===== src/rtl/bcd_counter_pkg.sv =====
// Shared definitions for the 4-digit BCD up/down counter.
//   NDIGITS : number of chained BCD digits
//   BCD_MAX : largest legal BCD digit value
//   state_t : start/stop FSM encoding (STOPPED = 0, RUNNING = 1)
package bcd_counter_pkg;

  localparam int unsigned NDIGITS = 4;
  localparam logic [3:0]  BCD_MAX = 4'd9;

  typedef enum logic {
    STOPPED = 1'b0,
    RUNNING = 1'b1
  } state_t;

endpackage


===== src/rtl/bcd_digit.sv =====
// One BCD digit of the counter chain.
// Ports:
//   clk       in   rising-edge clock
//   rst       in   synchronous active-high reset (digit -> 0)
//   clr       in   synchronous clear (digit -> 0)
//   ld        in   load request; ld_val above 9 loads as 0
//   ld_val    in   [3:0] preset value
//   step      in   global count-step enable
//   up        in   1 = increment, 0 = decrement
//   cin_bin   in   carry (up) / borrow (down) from the less significant digit
//   q         out  [3:0] registered digit value
//   cout_bout out  carry/borrow into the next digit (combinational)
module bcd_digit
  import bcd_counter_pkg::*;
(
  input  logic       clk,
  input  logic       rst,
  input  logic       clr,
  input  logic       ld,
  input  logic [3:0] ld_val,
  input  logic       step,
  input  logic       up,
  input  logic       cin_bin,
  output logic [3:0] q,
  output logic       cout_bout
);

  logic [3:0] nxt;

  // Out-of-range values cannot arise (reset and load sanitise), but they
  // are mapped onto the wrap value so the digit always re-enters 0..9.
  always_comb begin
    nxt = q;
    if (up) begin
      nxt = (q >= BCD_MAX) ? '0 : q + 4'd1;
    end else begin
      nxt = ((q == '0) || (q > BCD_MAX)) ? BCD_MAX : q - 4'd1;
    end
  end

  // This digit wraps exactly when it is asked to change and sits at the edge.
  assign cout_bout = cin_bin & (up ? (q == BCD_MAX) : (q == '0));

  always_ff @(posedge clk) begin
    if (rst) begin
      q <= '0;
    end else if (clr) begin
      q <= '0;
    end else if (ld) begin
      q <= (ld_val > BCD_MAX) ? '0 : ld_val;
    end else if (step && cin_bin) begin
      q <= nxt;
    end
  end

endmodule


===== src/rtl/bcd_counter4.sv =====
// 4-digit BCD up/down counter with start/stop FSM, prescaler and preset.
// Parameter:
//   DIV      clk cycles per count step (>= 2)
// Ports:
//   clk      in   rising-edge clock
//   rst      in   synchronous active-high reset
//   ss       in   start/stop toggle pulse
//   clr      in   clear digits and prescaler (FSM state kept)
//   up       in   count direction, sampled at each step
//   load     in   load pulse, honoured only while stopped
//   load_val in   [15:0] BCD preset, digit 3 in [15:12]
//   d0..d3   out  [3:0] registered BCD digits, d0 least significant
//   running  out  high while RUNNING
//   tick     out  one-cycle pulse when new digit values first appear
//   ovf      out  one-cycle pulse with tick on a 9999<->0000 wrap
module bcd_counter4
  import bcd_counter_pkg::*;
#(
  parameter int DIV = 50_000_000
) (
  input  logic        clk,
  input  logic        rst,
  input  logic        ss,
  input  logic        clr,
  input  logic        up,
  input  logic        load,
  input  logic [15:0] load_val,
  output logic [3:0]  d0,
  output logic [3:0]  d1,
  output logic [3:0]  d2,
  output logic [3:0]  d3,
  output logic        running,
  output logic        tick,
  output logic        ovf
);

  localparam int            PW   = (DIV > 2) ? $clog2(DIV) : 1;
  localparam logic [PW-1:0] PMAX = PW'(DIV - 1);

  state_t              state;
  logic [PW-1:0]       presc;
  logic                step;
  logic                ld;
  logic [NDIGITS:0]    carry;
  logic [3:0]          q [NDIGITS];

  // clr outranks the step, so a clear on the terminal prescaler count
  // produces neither a digit change nor a tick/ovf.
  assign step = (state == RUNNING) && (presc == PMAX) && !clr;
  assign ld   = load && (state == STOPPED);

  assign carry[0] = 1'b1;

  for (genvar i = 0; i < NDIGITS; i++) begin : g_digit
    bcd_digit u_digit (
      .clk       (clk),
      .rst       (rst),
      .clr       (clr),
      .ld        (ld),
      .ld_val    (load_val[4*i +: 4]),
      .step      (step),
      .up        (up),
      .cin_bin   (carry[i]),
      .q         (q[i]),
      .cout_bout (carry[i+1])
    );
  end

  always_ff @(posedge clk) begin
    if (rst) begin
      state <= STOPPED;
      presc <= '0;
      tick  <= 1'b0;
      ovf   <= 1'b0;
    end else begin
      if (ss) begin
        state <= (state == STOPPED) ? RUNNING : STOPPED;
      end
      // Prescaler holds while stopped so a resume keeps the partial period.
      if (clr) begin
        presc <= '0;
      end else if (state == RUNNING) begin
        presc <= (presc == PMAX) ? '0 : presc + PW'(1);
      end
      tick <= step;
      ovf  <= step & carry[NDIGITS];
    end
  end

  assign running = (state == RUNNING);
  assign d0      = q[0];
  assign d1      = q[1];
  assign d2      = q[2];
  assign d3      = q[3];

endmodule

===== config.mk =====
export PLATFORM = sky130hd
export DESIGN_NAME = bcd_counter4
export DESIGN_NICKNAME = d
export VERILOG_FILES = /design/src/rtl/bcd_counter_pkg.sv /design/src/rtl/bcd_digit.sv /design/src/rtl/bcd_counter4.sv
export SDC_FILE = /design/constraint.sdc
export NUM_CORES = 1
export LEC_CHECK = 0
export ABC_AREA = 1
export ABC_CLOCK_PERIOD_IN_PS = 1800
export BUFFER_PORTS_ARGS = -buffer_cell sky130_fd_sc_hd__buf_2
export CAP_MARGIN = 20
export CORE_ASPECT_RATIO = 2
export CORE_MARGIN = 5
export CORE_UTILIZATION = 58
export DETAILED_ROUTE_END_ITERATION = 7
export GPL_ROUTABILITY_DRIVEN = 0
export GPL_TIMING_DRIVEN = 0
export PLACE_DENSITY_LB_ADDON = 0.12
export RECOVER_POWER = 50
export SLEW_MARGIN = 20
export SYNTH_ARGS = -nofsm -noshare
export SYNTH_HDL_FRONTEND = slang
export SYNTH_SLANG_ARGS = --single-unit
export TNS_END_PERCENT = 10

===== constraint.sdc =====
create_clock -name clk -period 1.8 [get_ports clk]
set_input_delay 0.18 -clock clk [delete_from_list [all_inputs] [get_ports clk]]
set_output_delay 0.18 -clock clk [all_outputs]
set_load 0.01 [all_outputs]

* Word level (Yosys, flattened, before mapping) *
Cells that the tools add are included.

word-level totals
  bits of input ports = 22
  latch bits = 0
  memory bits (writable) = 0
  register bits after elaboration = 45
  memory bits (read-only) = 0
  output and inout port bits = 19
  word-level logic and storage cells = 89
  memories = 0

cells by class
  multiply operators = 0
  divide/modulo/power cells = 0
  order comparisons = 12
  add/sub/neg operators = 9
  bitwise gates (word level) = 5
  equal/unequal tests = 5
  multiplexer cells = 30
  reductions and logical operators = 20
  shifts and indexed selects = 0

operators by type and width
  cell                                                       count
  2-to-1 mux 4 bit                                           24
  greater-than comparator 4 bit (second input constant)      8
  adder 26 x 1 -> 26 bit (second input constant)             1
  == test 26 bit (second input constant)                     1
  2-to-1 mux 26 bit                                          1
  adder 4 x 1 -> 4 bit (second input constant)               4
  == test 4 bit (second input constant)                      4
  greater-or-equal comparator 4 bit (second input constant)  4
  logical NOT 4 bit                                          4
  subtractor 4 x 1 -> 4 bit (second input constant)          4
  nonzero test 2 bit                                         4
  logical AND 1 bit                                          6
  2-to-1 mux 1 bit                                           5
  bitwise AND 1 bit                                          4
  logical OR 1 bit                                           4
  OR reduction 2 bit                                         1
  logical NOT 1 bit                                          1
  NOT 1 bit                                                  1

* Longest topological paths before layout *
  word-level depth = 7
  gate-level depth with buffers = 12
  gate-level depth less buffers = 12

* Hierarchy *
From an unflattened synthesis, not the netlist that was laid out.

unflattened totals
  cell total of the unflattened synthesis = 550
  area total of the unflattened synthesis = 3688.5 um^2

by module, submodules not included
  module        area each (um^2)  cells each  sequential area each (um^2)  times used
  bcd_digit     505.5             74          80.1                         4
  bcd_counter4  1666.6            254         580.6                        1

* Least setup slack after synthesis *
No wires, ideal clock.

  path kind = register to register
  from = register g_digit[1].u_digit.q[0]
  to = register g_digit[3].u_digit.q[2]
  period minus slack after synthesis = 1606 ps
  path slack = 194 ps
  stages on the path, launching flop included = 13
  path buffers = 0
  setup time = 113 ps
  data required time = 1687 ps
  arrival time = 1494 ps
  cell sequence = dfxtp_1 inv_1 ha_1 nand3_1 nand2_1 nand2_1 nor2_1 nand2_1 inv_1 nand2_1 nand3_1 nand2_1 nor2_1

on the way
  longest elaborated chain between the ends = 6
  elaborated cells between the ends (all ways) = 7
  classes of those cells = 1 x eq/ne; 1 x mux; 2 x bitwise; 3 x reduce/logical

RTL lines
  item                                                       RTL line         RTL
  start, declared                                            bcd_digit.sv:24  output logic [3:0] q,
  start signal, assigned                                     bcd_digit.sv:50  q <= (ld_val > BCD_MAX) ? '0 : ld_val;
  start signal, assigned                                     bcd_digit.sv:52  q <= nxt;
  == test 4 bit / logical NOT 4 bit (equally long branches)  bcd_digit.sv:42  assign cout_bout = cin_bin & (up ? (q == BCD_MAX) : (q == '0));
  2-to-1 mux 1 bit (*)                                       bcd_digit.sv:42
  bitwise AND 1 bit (*) (2 in a row)                         bcd_digit.sv:42
  logical AND 1 bit (*)                                      bcd_digit.sv:51  end else if (step && cin_bin) begin
  nonzero test 2 bit (no line) (*)                           --
  end signal, assigned                                       bcd_digit.sv:50
  end signal, assigned                                       bcd_digit.sv:52
  end, declared                                              bcd_digit.sv:24

Every way passes the cells marked *; elsewhere a longest branch is shown, timed or not.
A chain may end at the register's enable or synchronous reset.

* Final worst setup path *
  from = register g_digit[0].u_digit.q[1]
  to = register g_digit[3].u_digit.q[3]

on the way
  longest elaborated chain between the ends = 6
  elaborated cells between the ends (all ways) = 7
  classes of those cells = 1 x eq/ne; 1 x mux; 2 x bitwise; 3 x reduce/logical

RTL lines
  item                                                       RTL line
  start, declared                                            bcd_digit.sv:24
  start signal, assigned                                     bcd_digit.sv:50
  start signal, assigned                                     bcd_digit.sv:52
  == test 4 bit / logical NOT 4 bit (equally long branches)  bcd_digit.sv:42
  2-to-1 mux 1 bit (*)                                       bcd_digit.sv:42
  bitwise AND 1 bit (*) (2 in a row)                         bcd_digit.sv:42
  logical AND 1 bit (*)                                      bcd_digit.sv:51
  nonzero test 2 bit (no line) (*)                           --

Marked as above.

==> impl_results.md <==
- Status: complete, no violations
- Drt drc: 0
- IO Count: 41
- Headroom to the max-slew limit: 59.4%
- Max Freq: 0.596 GHz
- Hold depth: 2
- R2r worst-path depth: 12
- Via/cell ratio: 5.67
- Clk root buf: clkbuf_8
- Count of TritonRoute iterations in the first routing pass: 6
- CTS tree: built
- Port bufs: 40
- End of the worst hold path: running
- Reg2Reg Capture Point: g_digit[3].u_digit.q[3]
- GRT Total Usage: 24.7%
- Min-Delay Path Class: in2reg
- Crit. End Element: flop
- Vias: 3469
- Max Transition Viols Final: 0
- Sequential area share after synthesis: 28.3%
- Die footprint: 0.00716 mm2
- Post-synthesis cell type count: 39
- Placed cell areas: 0.00346 mm2
- Hold-fix buffers at CTS: 0
- Mapped cell area: 0.00319 mm2
- DP HPWL: 6.79 mm
- WP data arrival: 1890 ps
- FF+latch area: 912 um2
- Crit path kind: reg2reg
- Asr flop ratio synth: 0%
- Period minus WS final: 1680 ps
- Critical path's largest stage delay: 410 ps
- Largest family of logic cells by synthesized area: simple AND/OR/NAND/NOR gates
- Largest net degree at the start of global routing: 14
- First-pass GRT wire length: 14.5 mm
- Core area: 0.00537 mm2
- WL/cell: 14.3 um
- Chip Width: 62.4 um
- Multi-input logic area: 0.00205 mm2
- Number of endpoints failing setup at the final stage: 0
- Max rail drop VDD: 0.881 mV
- Initial drt markers: 251
- Slew @ Worst Pin: 606 ps
- TritonCTS buffer count: 5
- Initial core utilization: 59.3%
- Post-Synth Simple-Gate Area: 43.0%
- Post-Synth Adder-Cell Area: 5.11%
- Initial antenna violation count: 0
- Critical path fanouts, max: 5
- Placed insts: 603
- Flops & latches, synth: 45
- Row cnt: 38
- Vias in the first global route: 3461
- Leakage power: 1.66 nW
- Compound-Gate Fraction of Synth Area: 11.4%
- Power Density: 647 mW/mm2
- Most used cell, CP: nand2_1
- Synthesized net count: 538
- Cells after Synth: 503
- Die height: 115 um
- Worst Path Required: 2010 ps
- Crit path from: g_digit[0].u_digit.q[1]
- Crit share post-route: 93.3%
- Multiplexer share of the synthesized area: 0%
- # nets final: 586
- Worst-path clk slew: 90 ps
- Critical path's slowest cell: dfxtp_1
- Crit-path cells: inv_1, ha_1, nand2_1, nand2_1, nand2_1, nor2_2, nand2_2, inv_1, nand2_1, nand3_1, nand2_1, nor2_1
- Most used DFF post-synth: dfxtp_1
- Antenna Cells: 0
- Yosys warnings: 0
- R2r setup slk: 120 ps
- CTS H-tree depth: 2
- Number of synthesized flops with an enable pin: 0
- FF-to-FF Start: g_digit[0].u_digit.q[1]
- Worst-Skew Late Latency: 310 ps
- Fillers: 534
- GR Overflow Total: 0
- Area grow syn2layout: 13.7%
- Clock skew: 18.7 ps
- Worst setup SP type: flop
- Layout cell share with drive strength beyond 1: 17.2%
- DRT Wirelength: 8.73 mm
- Hold_sp: rst
- Clock sinks: 45
- Final instance area: 0.00362 mm2
- Post-synthesis xor/xnor area fraction: 3.57%
- Detail Route Antenna Nets: 0
- Post-Layout Cell Count: 612
- Syn_area_per_cell: 6.33 um2
- Max-cap check violation count: 0
- Max Buffers Root-to-Sink: 2
- Fin. Hold Viols: 0
## power by group
part           total, W  switching (W)  internal, W
combinational  0.000488       0.000308     0.000180
clock          0.000807       0.000354     0.000453
sequential      0.00105      0.0000338      0.00102
## stage by stage
step / power [W] / hold slack [ps] / util (%) / setup WS, ps / TNS (ps)
final: 0.00235 / 46.6 / 67.4 / 121 / 0
after global routing: 0.00247 / 52.3 / 67.4 / -22.7 / -32.9
after CTS: 0.00234 / 38.4 / 66.6 / 6.74 / 0
after detailed placement: 0.00154 / 356 / 64.4 / -63.3 / -175
after global placement: 0.00153 / 361 / 64.4 / -34.3 / -94.4
after floorplan: 0.00140 / 252 / - / 194 / 0
## final cells by class
class                   instances  share of cell area (%)
plain buffers                   9                    1.55
inverters                      59                    6.11
flip-flops and latches         45                    25.2
clock buffers                   7                    2.38
multi-input cells             390                    56.6
clock inverters                 1                   0.829
repair buffers                 41                    5.28
well taps                      60                    2.07
## what timing repair did
item	CTS	global route
gates resized for setup	1	26
endpoints found under the setup margin	3	30
pin swaps	0	2
setup buffers	0	1
## placed cells by master (no fill, tap or decap), drive strengths merged
cell,count
nand2,133
nor2,72
inv,57
nand3,55
dfxtp,45
buf,34
a21oi,32
o21ai,27
clkbuf,23
nor3,15
ha,13
nand4,11
xor2,10
a31oi,3
xnor2,3
nor4,3
nor3b,3
clkinv,2
o21a,2
and3,2
o22ai,1
o21bai,1
nand3b,1
o211ai,1
a41oi,1
or2,1
bufinv,1
## worst max-delay path by stage
stage,to,depth (start not counted)
finish,g_digit[3].u_digit.q[3],12
global route,g_digit[3].u_digit.q[2],11
CTS,g_digit[3].u_digit.q[2],11
floorplan,g_digit[3].u_digit.q[2],12
global placement,g_digit[3].u_digit.q[2],12
detailed placement,g_digit[3].u_digit.q[2],12
## layer usage
metal / global-route usage, % / vias to the layer above / part of all wire [%]
met1: 22.0 / 1574 / 36
met3: 5.28 / 37 / 4.5
met5: 0 / - / 0
met2: 48.3 / 115 / 55
li1: - / 1743 / -
met4: 16.0 / 0 / 5.0
## state kept, by name, summed over array words and instances (netlist names)
register,cells
g_digit.u_digit.q,16
presc,26
ovf,1
running,1
tick,1
## critical path: cells and delay by family (launching register included)
family,cells,cell delay (ps)
buffers and inverters,2,160
and+or+nand+nor,9,770
adders and majority gates,1,220
DFF,1,410
## kinds of logic (layout without fill, tap and decap cells)
logic type,after synthesis,in the layout
AOI/OAI and AO/OA,68,68
xor gates and xnor gates,13,13
adders and majority gates,13,13
buffers and inverters,68,117
DFF,45,45
and+or+nand+nor,296,296
## Yosys cell counts, drive strengths merged, types with 3 or more instances
cell type	n	area share, %
a21oi	32	5.0
a31oi	3	0.59
buf	6	1.3
clkbuf	3	0.39
dfxtp	45	28
ha	13	5.1
inv	57	6.7
nand2	133	17
nand3	55	9.0
nand4	11	2.2
nor2	72	10
nor3	15	2.4
nor3b	3	0.86
nor4	3	0.59
o21ai	27	4.4
xnor2	3	0.82
xor2	10	2.7
No activity file was read; power rests on OpenSTA's default activity.
